[src/rtl/lift_call_scheduler_pkg.sv]
// Shared types and constants for the lift call scheduler.
package lift_call_scheduler_pkg;

  localparam int unsigned FLOOR_W          = 6;
  localparam int unsigned DEF_NUM_FLOORS   = 16;
  localparam int unsigned DEF_DWELL_CYCLES = 4;

  typedef enum logic [1:0] {
    IDLE   = 2'd0,
    TRAVEL = 2'd1,
    DWELL  = 2'd2
  } state_t;

endpackage

[src/rtl/lift_call_scheduler_scan.sv]
// SCAN target selection: nearest pending floor in the sweep direction, else reverse.
module lift_scan_select
  import lift_call_scheduler_pkg::*;
#(
  parameter int unsigned NUM_FLOORS = DEF_NUM_FLOORS
) (
  input  logic [NUM_FLOORS-1:0] pending,
  input  logic [FLOOR_W-1:0]    cur_floor,
  input  logic                  dir_up,
  output logic [FLOOR_W-1:0]    target,
  output logic                  valid,
  output logic                  new_dir
);

  logic [FLOOR_W-1:0] up_t, dn_t;
  logic               up_v, dn_v;

  always_comb begin
    up_t = '0;
    dn_t = '0;
    up_v = 1'b0;
    dn_v = 1'b0;
    // Ascending scan: last hit below cur_floor is the highest one below.
    for (int unsigned i = 0; i < NUM_FLOORS; i++) begin
      if (pending[i] && (FLOOR_W'(i) < cur_floor)) begin
        dn_t = FLOOR_W'(i);
        dn_v = 1'b1;
      end
    end
    // Descending scan: last hit above cur_floor is the lowest one above.
    for (int unsigned i = NUM_FLOORS; i > 0; i--) begin
      if (pending[i-1] && (FLOOR_W'(i-1) > cur_floor)) begin
        up_t = FLOOR_W'(i-1);
        up_v = 1'b1;
      end
    end
  end

  always_comb begin
    target  = '0;
    valid   = 1'b0;
    new_dir = dir_up;
    if (dir_up) begin
      if (up_v) begin
        target = up_t;
        valid  = 1'b1;
      end else if (dn_v) begin
        target  = dn_t;
        valid   = 1'b1;
        new_dir = 1'b0;
      end
    end else begin
      if (dn_v) begin
        target = dn_t;
        valid  = 1'b1;
      end else if (up_v) begin
        target  = up_t;
        valid   = 1'b1;
        new_dir = 1'b1;
      end
    end
  end

endmodule

[src/rtl/lift_call_scheduler.sv]
// Latches floor calls and schedules lift targets with a SCAN sweep and door dwell.
module lift_call_scheduler
  import lift_call_scheduler_pkg::*;
#(
  parameter int unsigned NUM_FLOORS   = DEF_NUM_FLOORS,
  parameter int unsigned DWELL_CYCLES = DEF_DWELL_CYCLES
) (
  input  logic                  clk,
  input  logic                  reset,
  input  logic [NUM_FLOORS-1:0] call_btn,
  input  logic [FLOOR_W-1:0]    cur_floor,
  input  logic                  lift_stop,
  output logic [FLOOR_W-1:0]    req_floor,
  output logic [NUM_FLOORS-1:0] pending,
  output logic                  dir_up,
  output logic                  busy,
  output logic                  served
);

  state_t                state_q, state_d;
  logic [NUM_FLOORS-1:0] pending_d, set_mask, clr_mask, eff, cur_mask;
  logic [FLOOR_W-1:0]    target_q, target_d, sel_target;
  logic [7:0]            cnt_q, cnt_d;
  logic                  dir_d, served_d, sel_valid, sel_dir, cur_ok, at_cur;

  assign cur_ok   = cur_floor < FLOOR_W'(NUM_FLOORS);
  assign cur_mask = NUM_FLOORS'(1) << cur_floor;
  assign set_mask = (state_q == DWELL) ? (call_btn & ~cur_mask) : call_btn;
  // Decisions see this cycle's accepted presses so a call acts at the edge it latches.
  assign eff      = pending | set_mask;
  assign at_cur   = |(eff & cur_mask);

  lift_scan_select #(.NUM_FLOORS(NUM_FLOORS)) u_scan (
    .pending   (eff),
    .cur_floor (cur_floor),
    .dir_up    (dir_up),
    .target    (sel_target),
    .valid     (sel_valid),
    .new_dir   (sel_dir)
  );

  always_ff @(posedge clk or negedge reset) begin
    if (!reset) begin
      state_q  <= IDLE;
      pending  <= '0;
      dir_up   <= 1'b1;
      target_q <= '0;
      cnt_q    <= '0;
      served   <= 1'b0;
    end else begin
      state_q  <= state_d;
      pending  <= pending_d;
      dir_up   <= dir_d;
      target_q <= target_d;
      cnt_q    <= cnt_d;
      served   <= served_d;
    end
  end

  always_comb begin
    state_d  = state_q;
    dir_d    = dir_up;
    target_d = target_q;
    cnt_d    = cnt_q;
    served_d = 1'b0;
    clr_mask = '0;
    if (!cur_ok) begin
      state_d = IDLE;
    end else begin
      case (state_q)
        IDLE: begin
          if (at_cur && lift_stop) begin
            state_d = DWELL;
          end else if (sel_valid) begin
            state_d  = TRAVEL;
            target_d = sel_target;
            dir_d    = sel_dir;
          end
        end
        TRAVEL: begin
          if ((cur_floor == target_q) && lift_stop) begin
            state_d = DWELL;
          end else if (sel_valid && (sel_dir == dir_up) &&
                       (dir_up ? (sel_target < target_q) : (sel_target > target_q))) begin
            target_d = sel_target;
          end
        end
        DWELL: begin
          if (cnt_q == 8'd0) begin
            if (sel_valid) begin
              state_d  = TRAVEL;
              target_d = sel_target;
              dir_d    = sel_dir;
            end else begin
              state_d = IDLE;
            end
          end else begin
            cnt_d = cnt_q - 8'd1;
          end
        end
        default: state_d = IDLE;
      endcase
    end
    if ((state_d == DWELL) && (state_q != DWELL)) begin
      clr_mask = cur_mask;
      served_d = 1'b1;
      cnt_d    = 8'(DWELL_CYCLES - 1);
    end
    pending_d = eff & ~clr_mask;
  end

  always_comb begin
    busy = (state_q != IDLE);
    if (!reset || !cur_ok) begin
      req_floor = '0;
    end else if (state_q == TRAVEL) begin
      req_floor = target_q;
    end else begin
      req_floor = cur_floor;
    end
  end

endmodule
[config.mk]
export PLATFORM = sky130hd
export DESIGN_NAME = lift_call_scheduler
export DESIGN_NICKNAME = d
export VERILOG_FILES = /design/src/rtl/lift_call_scheduler_pkg.sv /design/src/rtl/lift_call_scheduler_scan.sv /design/src/rtl/lift_call_scheduler.sv
export SDC_FILE = /design/constraint.sdc
export NUM_CORES = 1
export LEC_CHECK = 0
export ABC_AREA = 1
export CAP_MARGIN = 20
export CORE_MARGIN = 1
export CORE_UTILIZATION = 50
export DETAILED_ROUTE_END_ITERATION = 12
export PLACE_DENSITY_LB_ADDON = 0.2
export SYNTH_ARGS = -nofsm -noshare
export SYNTH_HDL_FRONTEND = slang
export SYNTH_SLANG_ARGS = --single-unit
[constraint.sdc]
create_clock -name clk -period 5.7 [get_ports clk]
set_input_delay 1.14 -clock clk [delete_from_list [all_inputs] [get_ports clk]]
set_output_delay 1.14 -clock clk [all_outputs]
set_load 0.05 [all_outputs]
After elaboration in Yosys (flattened, before gate mapping). Cells that the tools add are included.

$add $sub $neg: 1. Multipliers: 0. Div/mod/pow operators: 0. Order comparisons: 35. Equal/unequal tests: 11. Shift-type cells: 1. Mux-type cells: 104. Bitwise logic cells: 6. Reduce and logical (&&, ||, !) cells: 51.

Operators with widths (count): two-way mux 4 bit (26); two-way mux 6 bit (10); AND 16 bit (3); > comparator 4 x 6 -> 1 bit (first input constant) (8); less-than comparator 4 x 6 -> 1 bit (first input constant) (8); two-way mux 1 bit (48); logical AND 1 bit (37); two-way mux 16 bit (2); two-way mux 8 bit (4); NOT 16 bit (2); > comparator 3 x 6 -> 1 bit (first input constant) (4); less-than comparator 3 x 6 -> 1 bit (first input constant) (4); one-hot mux 6 bit (3 select lines) (1); bitwise OR 16 bit (1); OR reduction 16 bit (1); left shift 1 x 6 -> 16 bit (first input constant) (1); two-way mux 2 bit (7); > comparator 1 x 6 -> 1 bit (first input constant) (2); > comparator 2 x 6 -> 1 bit (first input constant) (2); less-than comparator 1 x 6 -> 1 bit (first input constant) (2); less-than comparator 2 x 6 -> 1 bit (first input constant) (2); two-way mux 3 bit (4); logical NOT 8 bit (1); != test 2 bit (second input constant) (4); 19 further kinds (25).

Bits in registers: 34. Bits in latches: 0. RAM bits: 0. Bits in read-only memories: 0. Output and inout bits: 25. Memories kept: 0.

Depth between registers and ports, before layout.
Depth after elaboration: 34. Depth in mapped cells: 38. Gate-level depth less buffers: 37.

By module. From an unflattened synthesis, not the netlist that was laid out.

Cells, all modules: 555. Area, all modules: 3420.8 um2.

Modules (own cells, without submodules): lift_call_scheduler (instances 1, cells an instance 385, area each 2612.5 um2, seq. area each 852.1 um2); lift_scan_select (instances 1, cells an instance 170, area each 808.3 um2, seq. area each 0.0 um2).

Least setup slack after synthesis. Ideal clock, no wire load.

Kind: input to output. From: input cur_floor[5]. To: output req_floor[1]. Data arrival time: 2.774 ns. Setup slack: 1.786 ns. Stages on the path: 4. Cell sequence: nor2_4 buf_2 nand2_1 a211oi_1.

Cells in the longest elaborated chain, start to end: 4.

Ends and longest elaborated chain: start: declaration (RTL line lift_call_scheduler.sv:11) `input logic [FLOOR_W-1:0] cur_floor,`; less-than comparator 6 x 5 -> 1 bit (RTL line lift_call_scheduler.sv:26) `assign cur_ok = cur_floor < FLOOR_W'(NUM_FLOORS);`; logical NOT 1 bit (RTL line lift_call_scheduler.sv:114) `if (!reset || !cur_ok) begin`; logical OR 1 bit (RTL line lift_call_scheduler.sv:114); two-way mux 6 bit (RTL line lift_call_scheduler.sv:114); end: declaration (RTL line lift_call_scheduler.sv:13) `output logic [FLOOR_W-1:0] req_floor,`.

Every way passes these cells.

Worst setup path in the final report.
From: input cur_floor[5]. To: register target_q[2].

Cells in the longest elaborated chain, start to end: 30.

Ends and longest elaborated chain: parallel branches: the longest is 30 deep, another holds > comparator 4 x 6 -> 1 bit; end signal: assignment (RTL line lift_call_scheduler.sv:54) `target_q <= target_d;`; end: declaration (RTL line lift_call_scheduler.sv:22) `logic [FLOOR_W-1:0] target_q, target_d, sel_target;`.

Parallel ways; which one is timed is not known. The select of a mux whose other input is x is not followed. A chain may end at the register's enable or synchronous reset.

==> results.toml <==
[status]
status = "complete, no violations"

[die]
die_area_um2 = 5852
row_count = 26
x_dimension_of_the_die_um = 76.50
core_ar_um2 = 5238
dieHeight_um = 76.50
initial_core_util_pct = 52.99
floorplan.io_pins = 50

[grt]
grt_resource_usage_total_pct = 26.45
grt_pass1_vias = 2764
globalRoute.totalOverflow = 0
grt_pass1_wl_mm = 12.38
grt_max_degree = 33
grt_antenna_before_repair = 0

[power]
power.ir.vdd_worst_mv = 0.1622
leakage_power_nw = 1.772
power.density_cell_area_nw_per_um2 = 228.7

[cells_and_area]
final_nets = 529
instances_no_fill = 570
signed_area_change_from_the_synthesized_netlist_to_the_final_layout_pct = 22.45
antenna-diode-count = 0
final_core_utilization_pct = 64.88
nFillCells = 493
share_of_layout_cells_above_drive_strength_1_pct = 13.20
multiInputGateArea_um2 = 1598
final-seq-area_um2 = 802.0
stdcell_area_um2 = 3398

[worst_setup_path]
critPathCaptureType = "flip-flop"
cp_slowest_stage_delay_ns = 0.48
critical_path_required_ns = 5.92
worstPathArrival_ns = 4.85
crit_type = "in2reg"
cp_slowest_cell = "sky130_fd_sc_hd__clkdlybuf4s50_1"
r2r_start = "state_q[0]"
worst-r2r-setup-slack_ns = 2.20
critPathMaxFanout = 13
rr_worst_depth = 28
worst_setup_path_start_kind = "input pin"
endpoint_of_the_lowest_slack_register_to_register_path = "target_q[2]"
crit_top_cell = "sky130_fd_sc_hd__nand2_1"

[timing]
timing.fmax_mhz = 216.1
hold_ws_ns = 0.5626
setup_total_negative_slack_ns = 0
hold_violations = 0
timing.final.max_slew_violations = 0
maxSlewHeadroom_pct = 57.71
timing_worst_slew_pin_value_ns = 0.6291
timing.final.setup_violations = 0
skew_ns = 0.004463
unrepaired_setup_endpoints_after_global_routing = "no"
period_share_pct = 81.17
min_period_ns = 4.627

[route]
detail_route.iter0.violations = 267
drt-vias-per-instance = 5.086
routed_antenna_nets = 0
detail_route.wl_per_cell_um = 12.62
detail_route.first_pass.iterations = 5
detail_route.drc_violations = 0
final_routed_wirelength_mm = 7.192
num_vias = 2899

[clocking]
numClockSinks = 32
tritoncts = "built"
source_to_sink_clock_delay_at_the_later_pin_of_the_worst_skew_pair_ns = 0.30
cts.clk_slew.worst_paths_ns = 0.07
cts_hold_repair.buffers = 0
htree_levels = 2
clock_buffer_depth = 2
post_cts.resized_instances = 0
numCtsBuffers = 5
clock-root-buffer = "sky130_fd_sc_hd__clkbuf_8"
post_cts.repair.setup_buffers = 0

[min_path]
hold_wc_path_type = "reg2reg"
min_delay_path_depth = 3
whs_endpoint = "cnt_q[6]"
worst_hold_startpoint = "cnt_q[6]"

[yosys]
synth_seq_area_share_pct = 28.90
synth_ff_type = "sky130_fd_sc_hd__dfrtp_1"
synth.distinct_cells = 35
synthesis.instances = 450
async_flop_share_pct = 100.0
synth_edf_count = 0
synthesis.area_per_instance_um2 = 6.167
ys_seq_elements = 32
post_synth_instance_area_um2 = 2775
count_of_synthesis_stage_warnings_from_yosys = 0

[placement]
detailedPlacementHpwl_mm = 5.706
io_buffer_count = 47
dp_cells = 562
detailed_place.area_um2 = 3291
globalplace.congestion = 0.9648

[run]
max_cap_violations = 0
-- cells by family after synthesis --
kind of cell | share of synthesized area, %
compound gates | 12.58
xor+xnor | 0.9470
fa+ha+maj | 2.254
buf+inv | 13.66
flops | 28.90
other cells | 0.1351
simple gates | 41.52
-- synthesized netlist by cell type, types with 2 or more instances --
cell                       instances  area share [%]
sky130_fd_sc_hd__nand2_1         152              21
sky130_fd_sc_hd__inv_1            69             9.3
sky130_fd_sc_hd__dfrtp_1          31              28
sky130_fd_sc_hd__nor2_1           29             3.9
sky130_fd_sc_hd__nand3_1          22             4.0
sky130_fd_sc_hd__o21ai_0          19             3.4
sky130_fd_sc_hd__o21ai_1          18             3.2
sky130_fd_sc_hd__nand2_2          15             3.4
sky130_fd_sc_hd__inv_2            14             1.9
sky130_fd_sc_hd__a21oi_1           9             1.6
sky130_fd_sc_hd__nand4_1           9             2.0
sky130_fd_sc_hd__nor2_2            8             1.8
sky130_fd_sc_hd__o21ai_2           7             2.2
sky130_fd_sc_hd__nor2_4            6             2.4
sky130_fd_sc_hd__nor3_1            6             1.1
sky130_fd_sc_hd__buf_4             5             1.4
sky130_fd_sc_hd__ha_1              5             2.3
sky130_fd_sc_hd__a211oi_1          3            0.81
sky130_fd_sc_hd__or2_2             3            0.68
sky130_fd_sc_hd__xor2_1            3            0.95
sky130_fd_sc_hd__clkinv_1          2            0.27
sky130_fd_sc_hd__nor3_2            2            0.72
-- state kept, by name, summed over array words and instances (netlist names) --
register and flops:
pending 16, dir_up 1, state_q 2, served 1, target_q 4, cnt_q 8
-- power by group --
group / switching, mW / internal [mW] / leakage (nW)
Clock: 0.0903 / 0.130 / 0.0552
Sequential: 0.0234 / 0.256 / 0.342
Combinational: 0.175 / 0.103 / 1.38
Total: 0.288 / 0.489 / 1.77
-- how the worst max path moves through the flow --
stage	from	end	slack [ns]	cells after the start
final	cur_floor[5]	target_q[2]	1.07	31
after global routing	cur_floor[5]	target_q[2]	0.60	31
after detailed placement	cur_floor[5]	target_q[2]	0.79	28
after floorplan	cur_floor[5]	req_floor[1]	1.79	4
after global placement	cur_floor[5]	target_q[3]	0.89	29
after CTS	cur_floor[5]	target_q[2]	1.10	28
-- through the flow --
stage | power, mW | setup slack [ns]
floorplan | 0.4807 | 1.786
global placement | 0.5501 | 0.8894
detailed placement | 0.5585 | 0.7861
CTS | 0.7781 | 1.101
global route | 0.8299 | 0.5964
finish | 0.7772 | 1.073
-- layer usage --
metal / wire length (um) / up-vias / track usage, %
li1: - / 1497 / -
met1: 3345 / 1289 / 33.56
met2: 3317 / 96 / 44.41
met3: 371 / 17 / 4.790
met4: 157 / 0 / 10.38
met5: 0 / - / 0
-- placed cells by master (no fill, tap or decap), types with 3 or more instances in the layout --
master	instances
sky130_fd_sc_hd__nand4_1	9
sky130_fd_sc_hd__clkbuf_8	5
sky130_fd_sc_hd__a21oi_1	9
sky130_fd_sc_hd__or2_2	3
sky130_fd_sc_hd__ha_1	5
sky130_fd_sc_hd__clkdlybuf4s50_1	47
sky130_fd_sc_hd__a211oi_1	3
sky130_fd_sc_hd__nor2_4	6
sky130_fd_sc_hd__nand2_2	15
sky130_fd_sc_hd__inv_1	69
sky130_fd_sc_hd__nor2_2	8
sky130_fd_sc_hd__o21ai_0	19
sky130_fd_sc_hd__o21ai_1	18
sky130_fd_sc_hd__nor2_1	29
sky130_fd_sc_hd__nand2_1	152
sky130_fd_sc_hd__xor2_1	3
sky130_fd_sc_hd__inv_2	14
sky130_fd_sc_hd__o21ai_2	7
sky130_fd_sc_hd__dfrtp_1	31
sky130_fd_sc_hd__nor3_1	6
sky130_fd_sc_hd__nand3_1	22
-- final cells by class --
type                            instances  area share [%]
Clock inverter                          2           1.031
Clock buffer                            6           2.135
Tap cell                               70           2.577
Timing Repair Buffer                   48           14.06
Sequential cell                        32           23.60
Inverter                               86           9.573
Multi-Input combinational cell        326           47.02
-- critical path: cells and delay by family --
family / cells / cell delay, ns
buf+inv: 6 / 0.85
fa+ha+maj: 1 / 0.17
simple gates: 18 / 2.02
compound gates: 6 / 0.67
(Power assumes the default switching activity.)
